[config.mk]
export PLATFORM = sky130hd
export DESIGN_NAME = ar_mem_seq
export DESIGN_NICKNAME = d
export VERILOG_FILES = /design/src/rtl/ar_mem_seq.sv
export SDC_FILE = /design/constraint.sdc
export NUM_CORES = 1
export LEC_CHECK = 0
export ABC_AREA = 0
export CORE_MARGIN = 2
export CORE_UTILIZATION = 30
export CTS_BUF_LIST = sky130_fd_sc_hd__clkbuf_8
export CTS_CLUSTER_DIAMETER = 60
export DETAILED_ROUTE_END_ITERATION = 8
export MAX_ROUTING_LAYER = met4
export SYNTH_ARGS = -nofsm -noshare
export SYNTH_HDL_FRONTEND = slang
export SYNTH_SLANG_ARGS = --single-unit
[constraint.sdc]
create_clock -name iw_clk -period 5.8 [get_ports iw_clk]
set_input_delay 1.45 -clock iw_clk [delete_from_list [all_inputs] [get_ports iw_clk]]
set_output_delay 1.45 -clock iw_clk [all_outputs]
set_load 0.01 [all_outputs]
[src/rtl/ar_mem_seq.sv]
// Two-beat sequencer moving 48-bit address-register values over a 24-bit data-memory port.
// Stalls the pipeline while busy and writes assembled load values back to the target AR.
module ar_mem_seq #(
  parameter int unsigned ADDR_W   = 48,
  parameter int unsigned DATA_W   = 24,
  parameter int unsigned TGT_AR_W = 2
) (
  input  logic                iw_clk,
  input  logic                iw_rst,
  input  logic                iw_req_valid,
  input  logic                iw_req_we,
  input  logic [ADDR_W-1:0]   iw_req_addr,
  input  logic [ADDR_W-1:0]   iw_req_wdata,
  input  logic [TGT_AR_W-1:0] iw_req_tgt_ar,
  input  logic                iw_flush,
  output logic                ow_req_ready,
  output logic                ow_stall,
  output logic                ow_mem_valid,
  output logic                ow_mem_we,
  output logic [ADDR_W-1:0]   ow_mem_addr,
  output logic [DATA_W-1:0]   ow_mem_wdata,
  input  logic                iw_mem_ready,
  input  logic                iw_mem_rvalid,
  input  logic [DATA_W-1:0]   iw_mem_rdata,
  output logic                ow_ar_we,
  output logic [TGT_AR_W-1:0] ow_tgt_ar,
  output logic [ADDR_W-1:0]   ow_ar_result
);

  typedef enum logic [2:0] {
    StIdle,
    StLoIssue,
    StLoWait,
    StHiIssue,
    StHiWait,
    StWb
  } state_e;

  state_e                state_q, state_d;
  logic                  abort_q, abort_d;
  logic                  we_q;
  logic [ADDR_W-1:0]     addr_q;
  logic [ADDR_W-1:0]     wdata_q;
  logic [TGT_AR_W-1:0]   tgt_q;
  logic [DATA_W-1:0]     lo_q;
  logic [ADDR_W-1:0]     result_q;

  logic accept;
  logic abort;
  logic beat_done;

  assign accept    = iw_req_valid && (state_q == StIdle) && !iw_flush;
  // A flush arriving this cycle counts the same as one already latched.
  assign abort     = abort_q || iw_flush;
  assign beat_done = ow_mem_valid && iw_mem_ready;

  always_comb begin
    state_d = state_q;
    unique case (state_q)
      StIdle:    if (accept) state_d = StLoIssue;
      StLoIssue: begin
        if (beat_done)  state_d = we_q ? StHiIssue : StLoWait;
        else if (abort) state_d = StIdle;
      end
      StLoWait:  if (iw_mem_rvalid) state_d = abort ? StIdle : StHiIssue;
      StHiIssue: begin
        // A store's high beat always finishes so memory never holds a torn value.
        if (beat_done)           state_d = we_q ? StIdle : StHiWait;
        else if (abort && !we_q) state_d = StIdle;
      end
      StHiWait:  if (iw_mem_rvalid) state_d = abort ? StIdle : StWb;
      StWb:      state_d = StIdle;
      default:   state_d = StIdle;
    endcase
  end

  always_comb begin
    abort_d = abort_q || (iw_flush && (state_q != StIdle));
    if (state_d == StIdle) abort_d = 1'b0;
  end

  always_ff @(posedge iw_clk or negedge iw_rst) begin
    if (!iw_rst) begin
      state_q  <= StIdle;
      abort_q  <= 1'b0;
      we_q     <= 1'b0;
      addr_q   <= '0;
      wdata_q  <= '0;
      tgt_q    <= '0;
      lo_q     <= '0;
      result_q <= '0;
    end else begin
      state_q <= state_d;
      abort_q <= abort_d;
      if (accept) begin
        we_q    <= iw_req_we;
        addr_q  <= iw_req_addr;
        wdata_q <= iw_req_wdata;
        tgt_q   <= iw_req_tgt_ar;
      end
      if ((state_q == StLoWait) && iw_mem_rvalid) lo_q <= iw_mem_rdata;
      if ((state_q == StHiWait) && iw_mem_rvalid && !abort) begin
        result_q <= {iw_mem_rdata, lo_q};
      end
    end
  end

  assign ow_req_ready = (state_q == StIdle);
  assign ow_stall     = (state_q != StIdle);
  assign ow_mem_valid = (state_q == StLoIssue) || (state_q == StHiIssue);
  assign ow_mem_we    = ow_mem_valid && we_q;

  always_comb begin
    ow_mem_addr  = '0;
    ow_mem_wdata = '0;
    if (state_q == StLoIssue) begin
      ow_mem_addr  = addr_q;
      ow_mem_wdata = wdata_q[DATA_W-1:0];
    end else if (state_q == StHiIssue) begin
      ow_mem_addr  = addr_q + ADDR_W'(1);
      ow_mem_wdata = wdata_q[ADDR_W-1:DATA_W];
    end
  end

  assign ow_ar_we     = (state_q == StWb);
  assign ow_tgt_ar    = (state_q == StWb) ? tgt_q : '0;
  assign ow_ar_result = result_q;

endmodule

======== Word level (Yosys, flattened, before mapping) ========
Cells that the tools add are included.
storage, ports and cells
  input port bits ......................... 129
  output and inout port bits .............. 127
  bits in registers ....................... 175
  word-level logic and storage cells ...... 50
cells by class
  add/subtract/negate cells ............... 1
  equality and inequality tests ........... 5
  multiplexer cells ....................... 18
  reductions and logical operators ........ 18
operator list
  kind                   count
  $mux 48                2
  $add 48x1->48 const B  1
  $mux 24                2
  $mux 3                 9
  $pmux 3 s5             1
  $logic_and 1x1->1      9
  $eq 3x2->1 const B     2
  $eq 3x3->1 const B     2
  $logic_not 3->1        2
  $mux 2                 2
  $eq 3x1->1 const B     1
  $logic_not 1->1        3
  $logic_or 1x1->1       3
  $reduce_bool 3->1      1
  $mux 1                 2

======== Depth between registers and ports, before layout ========
Gate-level depths: netlist of run 1.
  word-level depth ........................ 7
  mapped depth ............................ 7
  gate-level depth less buffers ........... 5

======== Least setup slack after synthesis of run 1 ========
Ideal clock, no wire load.
  path type ............................... register to output
  start ................................... register addr_q[6]
  end ..................................... output ow_mem_addr[32]
  required time ........................... 4,350 ps
  setup slack ............................. 2,371 ps
  buffers on the path ..................... 2
  stages on the path, launching flop included .. 7
  arrival time ............................ 1,979 ps
  path through ............................ dfrtp_1 nand4_2 or4_1 buf_6 buf_8 nor4_1 mux2i_1
on the way
  longest elaborated chain between the ends .. 3
ends and longest elaborated chain
  what                      line  text
  start: declaration        42    logic [ADDR_W-1:0] addr_q;
  start signal: assignment  97    addr_q <= iw_req_addr;
  $add 48x1->48             120   ow_mem_addr = addr_q + ADDR_W'(1);
  $mux 48                   119   end else if (state_q == StHiIssue) begin
  $mux 48                   116   if (state_q == StLoIssue) begin
  end: declaration          20    output logic [ADDR_W-1:0] ow_mem_addr,
No other way between the ends.

======== Worst setup path in the final report of run 1 ========
  start ................................... register state_q[1]
  end ..................................... output ow_mem_addr[41]
on the way
  longest elaborated chain between the ends .. 3
  elaborated cells on any way between the ends .. 4
  classes of those cells .................. eq/ne: 2; mux: 2
ends and longest elaborated chain
  what                      line  text
  start: declaration        39    state_e state_q, state_d;
  start signal: assignment  84    state_q <= StIdle;
  start signal: assignment  93    state_q <= state_d;
  $eq 3x2->1                119
  $mux 48                   119
  $mux 48 *                 116
Every way passes the cells marked *; elsewhere a longest branch is shown, timed or not.

==> results of run 1 <==
==> through the flow <==
stage          util, %  instance area [um2]
6_report         42.68                11860
2_1_floorplan        -                 8457
5_1_grt          42.67                11860
3_5_place_dp     40.97                11380
4_1_cts          42.65                11850
3_3_place_gp     40.97                11380
==> critical path: cells and delay by family (launching register included) <==
| kind | cells | cell delay (ns) |
|---|---|---|
| muxes | 1 | 0.23 |
| buffers and inverters | 1 | 0.55 |
| and+or+nand+nor | 3 | 1.56 |
| DFF | 1 | 0.67 |
==> area by class of cell <==
class / count / area (um2)
diodes: 4 / 10.01
clock buffers: 17 / 234.0
clock inverters: 15 / 231.5
fillers: 2746 / 15920
inverters: 5 / 18.77
multi-input cells: 464 / 3862
flip-flops and latches: 175 / 4379
well taps: 378 / 473.0
repair buffers: 266 / 2649
==> power by group through the flow <==
stage | sequential, mW | clock, mW | combinational [mW]
2_1_floorplan | 2.23 | 0 | 1.29
3_3_place_gp | 2.30 | 0 | 2.39
3_5_place_dp | 2.33 | 0 | 2.40
5_1_grt | 2.41 | 1.08 | 2.58
6_report | 2.30 | 0.993 | 2.39
4_1_cts | 2.30 | 1.04 | 2.42
==> logic make-up (layout without fill, tap and decap cells) <==
logic type,count (synthesis),in the layout
compound gates,79,79
xor+xnor,11,11
fa+ha+maj,1,1
buf+inv,51,303
flops,175,175
mux,185,185
other cells,0,4
simple gates,188,188
==> path summary, 6_finish.rpt <==
path | slack, ns | from | endpoint | depth (start not counted)
setup reg to reg | 3.49 | state_q[1] | addr_q[24] | 5
hold reg to reg | 0.50 | lo_q[17] | ow_ar_result[17] | 1
max in group asynchronous | 3.70 | iw_rst | lo_q[6] | 2
hold / removal | 0.50 | lo_q[17] | ow_ar_result[17] | 1
setup / recovery | 0.88 | state_q[1] | ow_mem_addr[41] | 5
min in group asynchronous | 1.06 | iw_rst | addr_q[12] | 1
==> routing by layer <==
layer  routed length, um  global-route usage [%]  vias up
li1                    -                       -     3036
met3                2013                   5.379       18
met2               11530                   27.17      209
met5                   0                       -        -
met4                 316                   4.859        0
met1               10840                   21.60     3175
==> layout by cell type, fill, tap and decap left out, types with 4 or more instances in the layout <==
cell type / n
a21oi_1: 20
a22o_1: 25
and2_1: 7
and3_1: 12
and4_1: 8
buf_4: 10
clkbuf_8: 17
clkdlybuf4s50_1: 254
clkinv_8: 4
dfrtp_1: 175
diode_2: 4
inv_1: 5
inv_12: 6
mux2_2: 171
mux2i_1: 14
nand2_1: 38
nand2b_1: 21
nand3_1: 10
nand4_1: 24
nor2_1: 16
nor4_1: 12
o21ai_0: 8
o31ai_1: 8
or3_1: 8
or4_1: 10
xor2_1: 8
==> state kept, by name, summed over array words and instances (netlist names) <==
| name | count |
|---|---|
| addr_q | 48 |
| wdata_q | 48 |
| state_q | 3 |
| tgt_q | 2 |
| abort_q | 1 |
| ow_ar_result | 48 |
| we_q | 1 |
| lo_q | 24 |
==> impl_metrics.xml, run 1 <==
<?xml version="1.0" encoding="UTF-8"?>
<metrics>
  <group name="yosys">
    <metric name="synth_top_family_by_area" unit="">multiplexers</metric>
    <metric name="post_synth_adder_cell_area" unit="%">0.1480</metric>
    <metric name="synth_compound_area_share" unit="%">6.747</metric>
    <metric name="ys_seq_area_share" unit="%">51.78</metric>
    <metric name="post_synth_main_area_contributors" unit="">dfrtp_1 52%, mux2_2 23%, a22o_1 2.6%, nand4_1 1.8%, nand2_1 1.7%</metric>
    <metric name="synth_warnings" unit="">0</metric>
    <metric name="post_synth_most_frequent_cells" unit="">175 x dfrtp_1, 171 x mux2_2, 38 x nand2_1</metric>
    <metric name="synth_largest_area_cell" unit="">dfrtp_1</metric>
    <metric name="synth.net_count" unit="">820</metric>
    <metric name="post_synth_edffs" unit="">0</metric>
    <metric name="postSynthRegisterBits" unit="">175</metric>
    <metric name="simple_gate_share_of_the_synthesized_area" unit="%">13.11</metric>
    <metric name="yosys-mux-area-fraction" unit="%">24.43</metric>
    <metric name="xor_xnor_cell_area_share_of_the_yosys_netlist" unit="%">1.139</metric>
    <metric name="yosys.cell_types.count" unit="">52</metric>
    <metric name="syn_inst" unit="">690</metric>
    <metric name="synth-async-reset-ratio" unit="%">100.0</metric>
    <metric name="yosys_most_used_dff" unit="">dfrtp_1</metric>
    <metric name="synth_most_common_cell" unit="">dfrtp_1</metric>
    <metric name="top_cell_type_s_share_of_synthesized_area" unit="%">51.78</metric>
    <metric name="synth_area" unit="mm2">0.008457</metric>
    <metric name="syn_area_per_cell" unit="um2">12.26</metric>
  </group>
  <group name="floorplan">
    <metric name="die_area" unit="mm2">0.02955</metric>
    <metric name="num_io_pins" unit="">256</metric>
    <metric name="die-width" unit="um">171.9</metric>
    <metric name="initial_core_util" unit="%">30.44</metric>
    <metric name="die-height" unit="um">171.9</metric>
    <metric name="rows" unit="">61</metric>
    <metric name="core" unit="mm2">0.02778</metric>
  </group>
  <group name="finish">
    <metric name="layout-drive-gt1-share" unit="%">24.31</metric>
    <metric name="areaGrowthSynthToFinish" unit="%">40.21</metric>
    <metric name="stdcell_count" unit="">1324</metric>
    <metric name="final_nets" unit="">1059</metric>
  </group>
  <group name="clock_tree">
    <metric name="clk_latency" unit="ns">0.48</metric>
    <metric name="post_cts_buffers" unit="">0</metric>
    <metric name="clkSinkCount" unit="">175</metric>
    <metric name="cts.path.max_buffers" unit="">2</metric>
    <metric name="htree_levels" unit="">4</metric>
    <metric name="postCtsHoldBufs" unit="">0</metric>
    <metric name="clk_root_buffer_cell" unit="">clkbuf_8</metric>
    <metric name="cts-resized-gates" unit="">0</metric>
    <metric name="clkSlewWorstSetupHoldPaths" unit="ns">0.14</metric>
    <metric name="tritoncts" unit="">done</metric>
    <metric name="cts-buffers-inserted" unit="">17</metric>
  </group>
  <group name="power">
    <metric name="swShare" unit="%">36.97</metric>
    <metric name="netSwitchingPower" unit="mW">2.101</metric>
    <metric name="static-leakage-power" unit="nW">4.751</metric>
    <metric name="post-layout-total-power" unit="mW">5.683</metric>
    <metric name="power-per-cell-area" unit="mW/mm2">479.2</metric>
    <metric name="p_int" unit="mW">3.582</metric>
    <metric name="clockPowerShare" unit="%">17.5</metric>
    <metric name="pwr-share-comb" unit="%">42.0</metric>
    <metric name="seqPwrFrac" unit="%">40.6</metric>
    <metric name="peakVddDrop" unit="uV">217.8</metric>
  </group>
  <group name="routing">
    <metric name="postRouteWirelength" unit="mm">24.70</metric>
    <metric name="avgViaCountPerCell" unit="">4.863</metric>
    <metric name="first_iter_violations" unit="">328</metric>
    <metric name="drcViolationCount" unit="">0</metric>
    <metric name="ant_nets" unit="">0</metric>
    <metric name="post_drt_wl_per_cell" unit="um">18.66</metric>
    <metric name="drt_pre_antenna_iters" unit="">5</metric>
    <metric name="dr_total_vias" unit="">6438</metric>
  </group>
  <group name="grt">
    <metric name="antenna_found_initial" unit="">3</metric>
    <metric name="grt_remaining_overflow" unit="">0</metric>
    <metric name="grt_first_pass_wirelength" unit="mm">37.98</metric>
    <metric name="global_route_usage_over_all_layers" unit="%">17.29</metric>
    <metric name="grt_pass1_vias" unit="">6646</metric>
    <metric name="largest_net_degree_at_the_start_of_global_routing" unit="">95</metric>
  </group>
  <group name="timing">
    <metric name="finalCriticalPeriod" unit="ns">4.924</metric>
    <metric name="max_slew_margin" unit="%">38.51</metric>
    <metric name="fmax" unit="MHz">203.1</metric>
    <metric name="max_slew.worst_pin.slew" unit="ns">0.9223</metric>
    <metric name="setup_viol" unit="">0</metric>
    <metric name="final-hold-violation-count" unit="">0</metric>
    <metric name="post-route-period-util" unit="%">84.89</metric>
    <metric name="post-route-worst-setup-slack" unit="ns">0.8761</metric>
    <metric name="grt_setup_unrepaired" unit="">false</metric>
    <metric name="final_max_slew_viol_count" unit="">0</metric>
    <metric name="fin_setup_tns" unit="ns">0</metric>
    <metric name="final.setup_skew" unit="ns">0.02435</metric>
    <metric name="finalHoldWorstSlack" unit="ns">0.5031</metric>
  </group>
  <group name="job">
    <metric name="max_cap_viol_count" unit="">0</metric>
  </group>
  <group name="worst_setup_path">
    <metric name="timing.critical_path.cells" unit="">and3_1, nand4_1, nor4b_1, mux2i_1, clkdlybuf4s50_1</metric>
    <metric name="cp_data_required_time" unit="ns">4.35</metric>
    <metric name="endpoint_kind_of_the_worst_setup_timing_path" unit="">primary output</metric>
    <metric name="critical_path.max_stage_delay" unit="ns">0.67</metric>
    <metric name="crit_arrival" unit="ns">3.47</metric>
    <metric name="critical_path.slowest_cell" unit="">dfrtp_1</metric>
    <metric name="criticalPathCategory" unit="">register to primary output</metric>
    <metric name="critical_path_peak_fanout" unit="">16</metric>
    <metric name="start_kind" unit="">register</metric>
  </group>
  <group name="placement">
    <metric name="dp_worst_setup_slack" unit="ns">1.419</metric>
    <metric name="dp_cells" unit="">1288</metric>
    <metric name="buffer_ports.inserted" unit="">255</metric>
    <metric name="dp.final_hpwl" unit="mm">17.13</metric>
    <metric name="gpl.final_weighted_congestion" unit="">0.8451</metric>
  </group>
  <group name="run_status">
    <metric name="status" unit="">finished, final reports clean</metric>
  </group>
  <group name="min_path">
    <metric name="worst_hold_path_type" unit="">register to register</metric>
  </group>
</metrics>
Power figures use the tool's default switching activity.
==> run 2: changes to the inputs <==
- clock period: 5.8 -> 4.9 ns (I/O delays scaled with it)
==> impl_metrics.xml, run 2 (synthesis results as in run 1) <==
<?xml version="1.0" encoding="UTF-8"?>
<metrics>
  <group name="run_status">
    <metric name="status" unit="">finished, final reports clean</metric>
  </group>
  <group name="grt">
    <metric name="global_route_usage_over_all_layers" unit="%">17.02</metric>
    <metric name="largest_net_degree_at_the_start_of_global_routing" unit="">74</metric>
    <metric name="grt_first_pass_wirelength" unit="mm">37.43</metric>
    <metric name="highest_utilization_routing_layer_at_the_global_route_stage" unit="">met2</metric>
    <metric name="grt_remaining_overflow" unit="">0</metric>
    <metric name="grt_pass1_vias" unit="">6608</metric>
    <metric name="global_route.usage.met3" unit="%">5.081</metric>
    <metric name="antenna_found_initial" unit="">3</metric>
    <metric name="globalRouteMet2Util" unit="%">26.26</metric>
    <metric name="met1_usage_in_global_routing" unit="%">21.73</metric>
  </group>
  <group name="worst_setup_path">
    <metric name="cp-endpoint" unit="">ow_mem_addr[22]</metric>
    <metric name="regToRegSetupSlack" unit="ns">2.58</metric>
    <metric name="criticalPathCategory" unit="">register to primary output</metric>
    <metric name="crit_start" unit="">state_q[1]</metric>
    <metric name="timing.critical_path.buf_inv" unit="">1</metric>
    <metric name="start_kind" unit="">register</metric>
    <metric name="worstRegToRegCells" unit="">5</metric>
    <metric name="timing.critical_path.cells" unit="">and3_1, nand4_1, or4_1, a21oi_1, clkdlybuf4s50_1</metric>
    <metric name="critical_path.max_stage_delay" unit="ns">0.66</metric>
    <metric name="timing.rr.start" unit="">state_q[1]</metric>
    <metric name="endpoint_kind_of_the_worst_setup_timing_path" unit="">primary output</metric>
    <metric name="number_of_cells_on_the_critical_path" unit="">5</metric>
    <metric name="critical_path.slowest_cell" unit="">dfrtp_1</metric>
    <metric name="crit_arrival" unit="ns">3.27</metric>
    <metric name="cp_data_required_time" unit="ns">3.67</metric>
    <metric name="r2r_end" unit="">addr_q[40]</metric>
    <metric name="critical_path_peak_fanout" unit="">16</metric>
    <metric name="timing.critical_path.max_delay_family" unit="">simple AND/OR/NAND/NOR gates</metric>
  </group>
  <group name="placement">
    <metric name="dp_cells" unit="">1288</metric>
    <metric name="dp_worst_setup_slack" unit="ns">0.8033</metric>
    <metric name="placed_cell_areas" unit="mm2">0.01142</metric>
    <metric name="buffer_ports.inserted" unit="">255</metric>
    <metric name="dp.final_hpwl" unit="mm">17.40</metric>
    <metric name="gpl.final_weighted_congestion" unit="">0.8374</metric>
  </group>
  <group name="finish">
    <metric name="layout-drive-gt1-share" unit="%">24.74</metric>
    <metric name="stdcell_count" unit="">1327</metric>
    <metric name="leading_cell_type_in_the_layout_fill_and_taps_excluded" unit="">clkdlybuf4s50_1</metric>
    <metric name="final_cell_area" unit="mm2">0.01190</metric>
    <metric name="layout.cells.most_common_list" unit="">254 x clkdlybuf4s50_1, 175 x dfrtp_1, 171 x mux2_2, 38 x nand2_1, 25 x a22o_1</metric>
    <metric name="areaGrowthSynthToFinish" unit="%">40.76</metric>
    <metric name="final_nets" unit="">1063</metric>
    <metric name="layout.core_utilization" unit="%">42.85</metric>
  </group>
  <group name="timing">
    <metric name="setup_viol" unit="">0</metric>
    <metric name="grt_setup_unrepaired" unit="">false</metric>
    <metric name="post-route-period-util" unit="%">91.74</metric>
    <metric name="finalCriticalPeriod" unit="ns">4.495</metric>
    <metric name="final-hold-violation-count" unit="">0</metric>
    <metric name="post-route-worst-setup-slack" unit="ns">0.4048</metric>
    <metric name="max_slew.worst_pin.slew" unit="ns">0.9284</metric>
    <metric name="fmax" unit="MHz">222.5</metric>
    <metric name="final.setup_skew" unit="ns">0.02693</metric>
    <metric name="final_max_slew_viol_count" unit="">0</metric>
    <metric name="fin_setup_tns" unit="ns">0</metric>
    <metric name="max_slew_margin" unit="%">37.53</metric>
  </group>
  <group name="floorplan">
    <metric name="die-height" unit="um">171.9</metric>
    <metric name="die-width" unit="um">171.9</metric>
    <metric name="num_io_pins" unit="">256</metric>
    <metric name="rows" unit="">61</metric>
    <metric name="initial_core_util" unit="%">30.44</metric>
    <metric name="core" unit="mm2">0.02778</metric>
    <metric name="die_area" unit="mm2">0.02955</metric>
  </group>
  <group name="power">
    <metric name="static-leakage-power" unit="nW">4.773</metric>
    <metric name="peakVddDrop" unit="uV">289.1</metric>
    <metric name="p_int" unit="mW">4.227</metric>
    <metric name="netSwitchingPower" unit="mW">2.421</metric>
    <metric name="seqPwrFrac" unit="%">41.1</metric>
    <metric name="clockPowerShare" unit="%">16.1</metric>
    <metric name="pwr-share-comb" unit="%">42.8</metric>
    <metric name="power-per-cell-area" unit="mW/mm2">558.5</metric>
    <metric name="swShare" unit="%">36.42</metric>
  </group>
  <group name="job">
    <metric name="max_cap_viol_count" unit="">0</metric>
  </group>
  <group name="min_path">
    <metric name="worst_hold_path_type" unit="">register to register</metric>
  </group>
  <group name="routing">
    <metric name="post_drt_wl_per_cell" unit="um">18.32</metric>
    <metric name="avgViaCountPerCell" unit="">4.919</metric>
    <metric name="postRouteWirelength" unit="mm">24.32</metric>
    <metric name="ant_nets" unit="">0</metric>
    <metric name="drt_pre_antenna_iters" unit="">5</metric>
    <metric name="dr_total_vias" unit="">6528</metric>
    <metric name="first_iter_violations" unit="">372</metric>
    <metric name="drcViolationCount" unit="">0</metric>
  </group>
  <group name="clock_tree">
    <metric name="cts.path.max_buffers" unit="">2</metric>
    <metric name="clkSlewWorstSetupHoldPaths" unit="ns">0.13</metric>
    <metric name="tritoncts" unit="">done</metric>
    <metric name="postCtsHoldBufs" unit="">0</metric>
    <metric name="clk_latency" unit="ns">0.47</metric>
    <metric name="clkSinkCount" unit="">175</metric>
    <metric name="clk_root_buffer_cell" unit="">clkbuf_8</metric>
    <metric name="cts-buffers-inserted" unit="">17</metric>
    <metric name="htree_levels" unit="">4</metric>
  </group>
</metrics>
run 2: cell types whose count changed in the layout (fill, tap and decap cells not counted), moves of 2 or more:
| cell | before | now |
|---|---|---|
| inv_12 | 6 | 2 |
| buf_12 | 1 | 4 |
| clkinv_8 | 4 | 8 |
| inv_16 | 2 | 0 |
run 2: final cells by class:
type                       count  area [um2]
antenna                        3       7.507
clock buffer                  17       234.0
clock inverter                15       209.0
fill                        2666       15880
inverter                       5       18.77
multi-input combinational    464        3866
sequential                   175        4379
tap                          378       473.0
timing repair buffer         270        2716
run 2: worst min path at each step:
stage                    start               end  slack, ns  cells past startpoint
floorplan             tgt_q[0]          tgt_q[0]       0.47                      1
global placement      lo_q[20]  ow_ar_result[20]       0.48                      1
detailed placement    lo_q[20]  ow_ar_result[20]       0.49                      1
CTS                   lo_q[17]  ow_ar_result[17]       0.51                      1
global route        wdata_q[8]        wdata_q[8]       0.53                      1
finish                lo_q[17]  ow_ar_result[17]       0.51                      1
run 2: metrics by stage:
step	hold slack, ns	total power, mW
6_report	0.5070	6.648
5_1_grt	0.5293	7.111
4_1_cts	0.5080	6.723
3_5_place_dp	0.4911	5.618
3_3_place_gp	0.4828	5.565
2_1_floorplan	0.4712	4.171
run 2: layer usage:
metal / wire length (um) / vias up
met5: 0 / -
met4: 344 / 0
met3: 1951 / 21
met2: 11450 / 214
met1: 10580 / 3235
li1: - / 3058
run 2: worst reg2reg max path, delay by kind of cell, from the launching register on:
kind	cells	cell delay, ns
DFF	1	0.57
muxes	1	0.32
and+or+nand+nor	2	0.88
buffers and inverters	2	0.44
run 2: repair_timing:
action                     CTS  global route
setup endpoints to repair    0             2
gates resized for setup      0             1
buffers inserted             0             4
run 2: power by group through the flow:
stage | clock [mW] | sequential (mW) | combinational (mW)
5_1_grt | 1.18 | 2.85 | 3.08
6_report | 1.07 | 2.73 | 2.85
4_1_cts | 1.12 | 2.72 | 2.88
3_5_place_dp | 0 | 2.75 | 2.86
2_1_floorplan | 0 | 2.64 | 1.53
3_3_place_gp | 0 | 2.72 | 2.84
==> run 3: changes to the inputs <==
- GPL_TIMING_DRIVEN: not set -> 0
==> impl_metrics.xml, run 3 (synthesis results as in run 1) <==
<?xml version="1.0" encoding="UTF-8"?>
<metrics>
  <group name="worst_setup_path">
    <metric name="critical_path_peak_fanout" unit="">9</metric>
    <metric name="timing.critical_path.buf_inv" unit="">2</metric>
    <metric name="timing.rr.start" unit="">state_q[1]</metric>
    <metric name="regToRegSetupSlack" unit="ns">2.29</metric>
    <metric name="crit_arrival" unit="ns">3.34</metric>
    <metric name="crit_start" unit="">state_q[1]</metric>
    <metric name="critical_path.slowest_cell" unit="">clkdlybuf4s50_1</metric>
    <metric name="worstRegToRegCells" unit="">6</metric>
    <metric name="r2r_end" unit="">wdata_q[40]</metric>
    <metric name="cp_data_required_time" unit="ns">3.67</metric>
    <metric name="timing.critical_path.cells" unit="">and3_1, clkbuf_1, nand4_1, or4_1, a21oi_1, clkdlybuf4s50_1</metric>
    <metric name="endpoint_kind_of_the_worst_setup_timing_path" unit="">primary output</metric>
    <metric name="start_kind" unit="">register</metric>
    <metric name="critical_path.max_stage_delay" unit="ns">0.59</metric>
    <metric name="timing.critical_path.max_delay_family" unit="">simple AND/OR/NAND/NOR gates</metric>
    <metric name="criticalPathCategory" unit="">register to primary output</metric>
  </group>
  <group name="routing">
    <metric name="avgViaCountPerCell" unit="">4.883</metric>
    <metric name="first_iter_violations" unit="">365</metric>
    <metric name="drcViolationCount" unit="">0</metric>
    <metric name="postRouteWirelength" unit="mm">25.59</metric>
    <metric name="drt_pre_antenna_iters" unit="">5</metric>
    <metric name="dr_total_vias" unit="">6646</metric>
    <metric name="post_drt_wl_per_cell" unit="um">18.80</metric>
    <metric name="ant_nets" unit="">0</metric>
  </group>
  <group name="finish">
    <metric name="layout.core_utilization" unit="%">43.15</metric>
    <metric name="layout.cells.most_common_list" unit="">254 x clkdlybuf4s50_1, 175 x dfrtp_1, 171 x mux2_2, 38 x nand2_1, 31 x clkbuf_1</metric>
    <metric name="final_nets" unit="">1098</metric>
    <metric name="leading_cell_type_in_the_layout_fill_and_taps_excluded" unit="">clkdlybuf4s50_1</metric>
    <metric name="layout-drive-gt1-share" unit="%">23.24</metric>
    <metric name="stdcell_count" unit="">1361</metric>
    <metric name="layout.filler_cells" unit="">2686</metric>
    <metric name="final_cell_area" unit="mm2">0.01199</metric>
    <metric name="areaGrowthSynthToFinish" unit="%">41.77</metric>
  </group>
  <group name="timing">
    <metric name="final_max_slew_viol_count" unit="">0</metric>
    <metric name="post-route-period-util" unit="%">93.11</metric>
    <metric name="fmax" unit="MHz">219.2</metric>
    <metric name="grt_setup_unrepaired" unit="">false</metric>
    <metric name="final-hold-violation-count" unit="">0</metric>
    <metric name="max_slew.worst_pin.slew" unit="ns">1.020</metric>
    <metric name="setup_viol" unit="">0</metric>
    <metric name="finalCriticalPeriod" unit="ns">4.562</metric>
    <metric name="max_slew_margin" unit="%">31.85</metric>
    <metric name="final.setup_skew" unit="ns">0.02081</metric>
  </group>
  <group name="floorplan">
    <metric name="die-height" unit="um">171.9</metric>
    <metric name="num_io_pins" unit="">256</metric>
    <metric name="die_area" unit="mm2">0.02955</metric>
    <metric name="die-width" unit="um">171.9</metric>
    <metric name="initial_core_util" unit="%">30.44</metric>
    <metric name="rows" unit="">61</metric>
    <metric name="core" unit="mm2">0.02778</metric>
  </group>
  <group name="power">
    <metric name="peakVddDrop" unit="uV">283.3</metric>
    <metric name="static-leakage-power" unit="nW">4.791</metric>
    <metric name="power-per-cell-area" unit="mW/mm2">562.6</metric>
    <metric name="post-layout-total-power" unit="mW">6.745</metric>
  </group>
  <group name="clock_tree">
    <metric name="clkSlewWorstSetupHoldPaths" unit="ns">0.13</metric>
    <metric name="postCtsHoldBufs" unit="">0</metric>
    <metric name="htree_levels" unit="">4</metric>
    <metric name="clk_latency" unit="ns">0.48</metric>
    <metric name="cts-buffers-inserted" unit="">17</metric>
    <metric name="clkSinkCount" unit="">175</metric>
    <metric name="clk_root_buffer_cell" unit="">clkbuf_8</metric>
    <metric name="tritoncts" unit="">done</metric>
    <metric name="cts.path.max_buffers" unit="">2</metric>
  </group>
  <group name="placement">
    <metric name="placed_cell_areas" unit="mm2">0.01151</metric>
    <metric name="dp_cells" unit="">1324</metric>
    <metric name="buffer_ports.inserted" unit="">255</metric>
    <metric name="gpl.final_weighted_congestion" unit="">0.8438</metric>
    <metric name="dp.final_hpwl" unit="mm">18.78</metric>
  </group>
  <group name="min_path">
    <metric name="worst_hold_path_type" unit="">register to register</metric>
    <metric name="hold_depth" unit="">1</metric>
    <metric name="hp-start" unit="">lo_q[13]</metric>
    <metric name="worstHoldEndpoint" unit="">lo_q[13]</metric>
  </group>
  <group name="grt">
    <metric name="antenna_found_initial" unit="">2</metric>
    <metric name="global_route_usage_over_all_layers" unit="%">17.85</metric>
    <metric name="grt_remaining_overflow" unit="">0</metric>
    <metric name="largest_net_degree_at_the_start_of_global_routing" unit="">114</metric>
    <metric name="grt_pass1_vias" unit="">6832</metric>
    <metric name="grt_first_pass_wirelength" unit="mm">38.61</metric>
  </group>
  <group name="run_status">
    <metric name="status" unit="">finished, final reports clean</metric>
  </group>
  <group name="job">
    <metric name="max_cap_viol_count" unit="">0</metric>
  </group>
</metrics>
## run 3: cell count changes in the layout (fill, tap and decap cells not counted), sizes merged
cell,previous run,this run
diode,3,2
clkbuf,17,49
buf,16,19
inv,11,14
clkinv,9,6
## run 3: how the worst max path moves through the flow
stage / endpoint / cells past startpoint
global placement: wdata_q[13] / 1
global route: ow_mem_addr[27] / 6
CTS: ow_mem_addr[47] / 6
detailed placement: ow_mem_addr[47] / 6
floorplan: ow_mem_addr[32] / 6
finish: ow_mem_addr[27] / 6
## run 3: cell type report
| type | count | area [um2] | area share, % |
|---|---|---|---|
| timing repair buffer | 259 | 2608 | 21.75 |
| clock inverter | 15 | 211.5 | 1.764 |
| clock buffer | 17 | 234.0 | 1.952 |
| antenna | 2 | 5.005 | 0.04174 |
| tap | 378 | 473.0 | 3.945 |
| sequential | 175 | 4379 | 36.53 |
| buffer | 46 | 206.4 | 1.722 |
| multi-input combinational | 464 | 3854 | 32.14 |
| inverter | 5 | 18.77 | 0.1565 |
## run 3: power breakdown
| group | internal [mW] | switching [mW] |
|---|---|---|
| Combinational | 1.68 | 1.23 |
| Sequential | 2.14 | 0.569 |
| Clock | 0.415 | 0.706 |
## run 3: routing by layer
| layer | GRT usage, % | up-vias | wire length [um] |
|---|---|---|---|
| li1 | - | 3103 | - |
| met1 | 21.83 | 3330 | 11060 |
| met2 | 29.23 | 193 | 12510 |
| met3 | 5.241 | 20 | 1747 |
| met4 | 4.202 | 0 | 281 |
| met5 | - | - | 0 |
## run 3: stage by stage
step                      setup WS, ns  hold WS (ns)  TNS, ns
after global routing           0.02165        0.5272        0
final                           0.3377        0.5156        0
after detailed placement        0.7084        0.4903        0
after floorplan                  1.696        0.4712        0
after global placement          -5.224        0.4842  -909.32
after CTS                       0.1790        0.5206        0
## run 3: timing repair
action	4_1_cts	5_1_grt
resized for setup	0	1
endpoints found under the setup margin	0	4
setup buffers	0	3
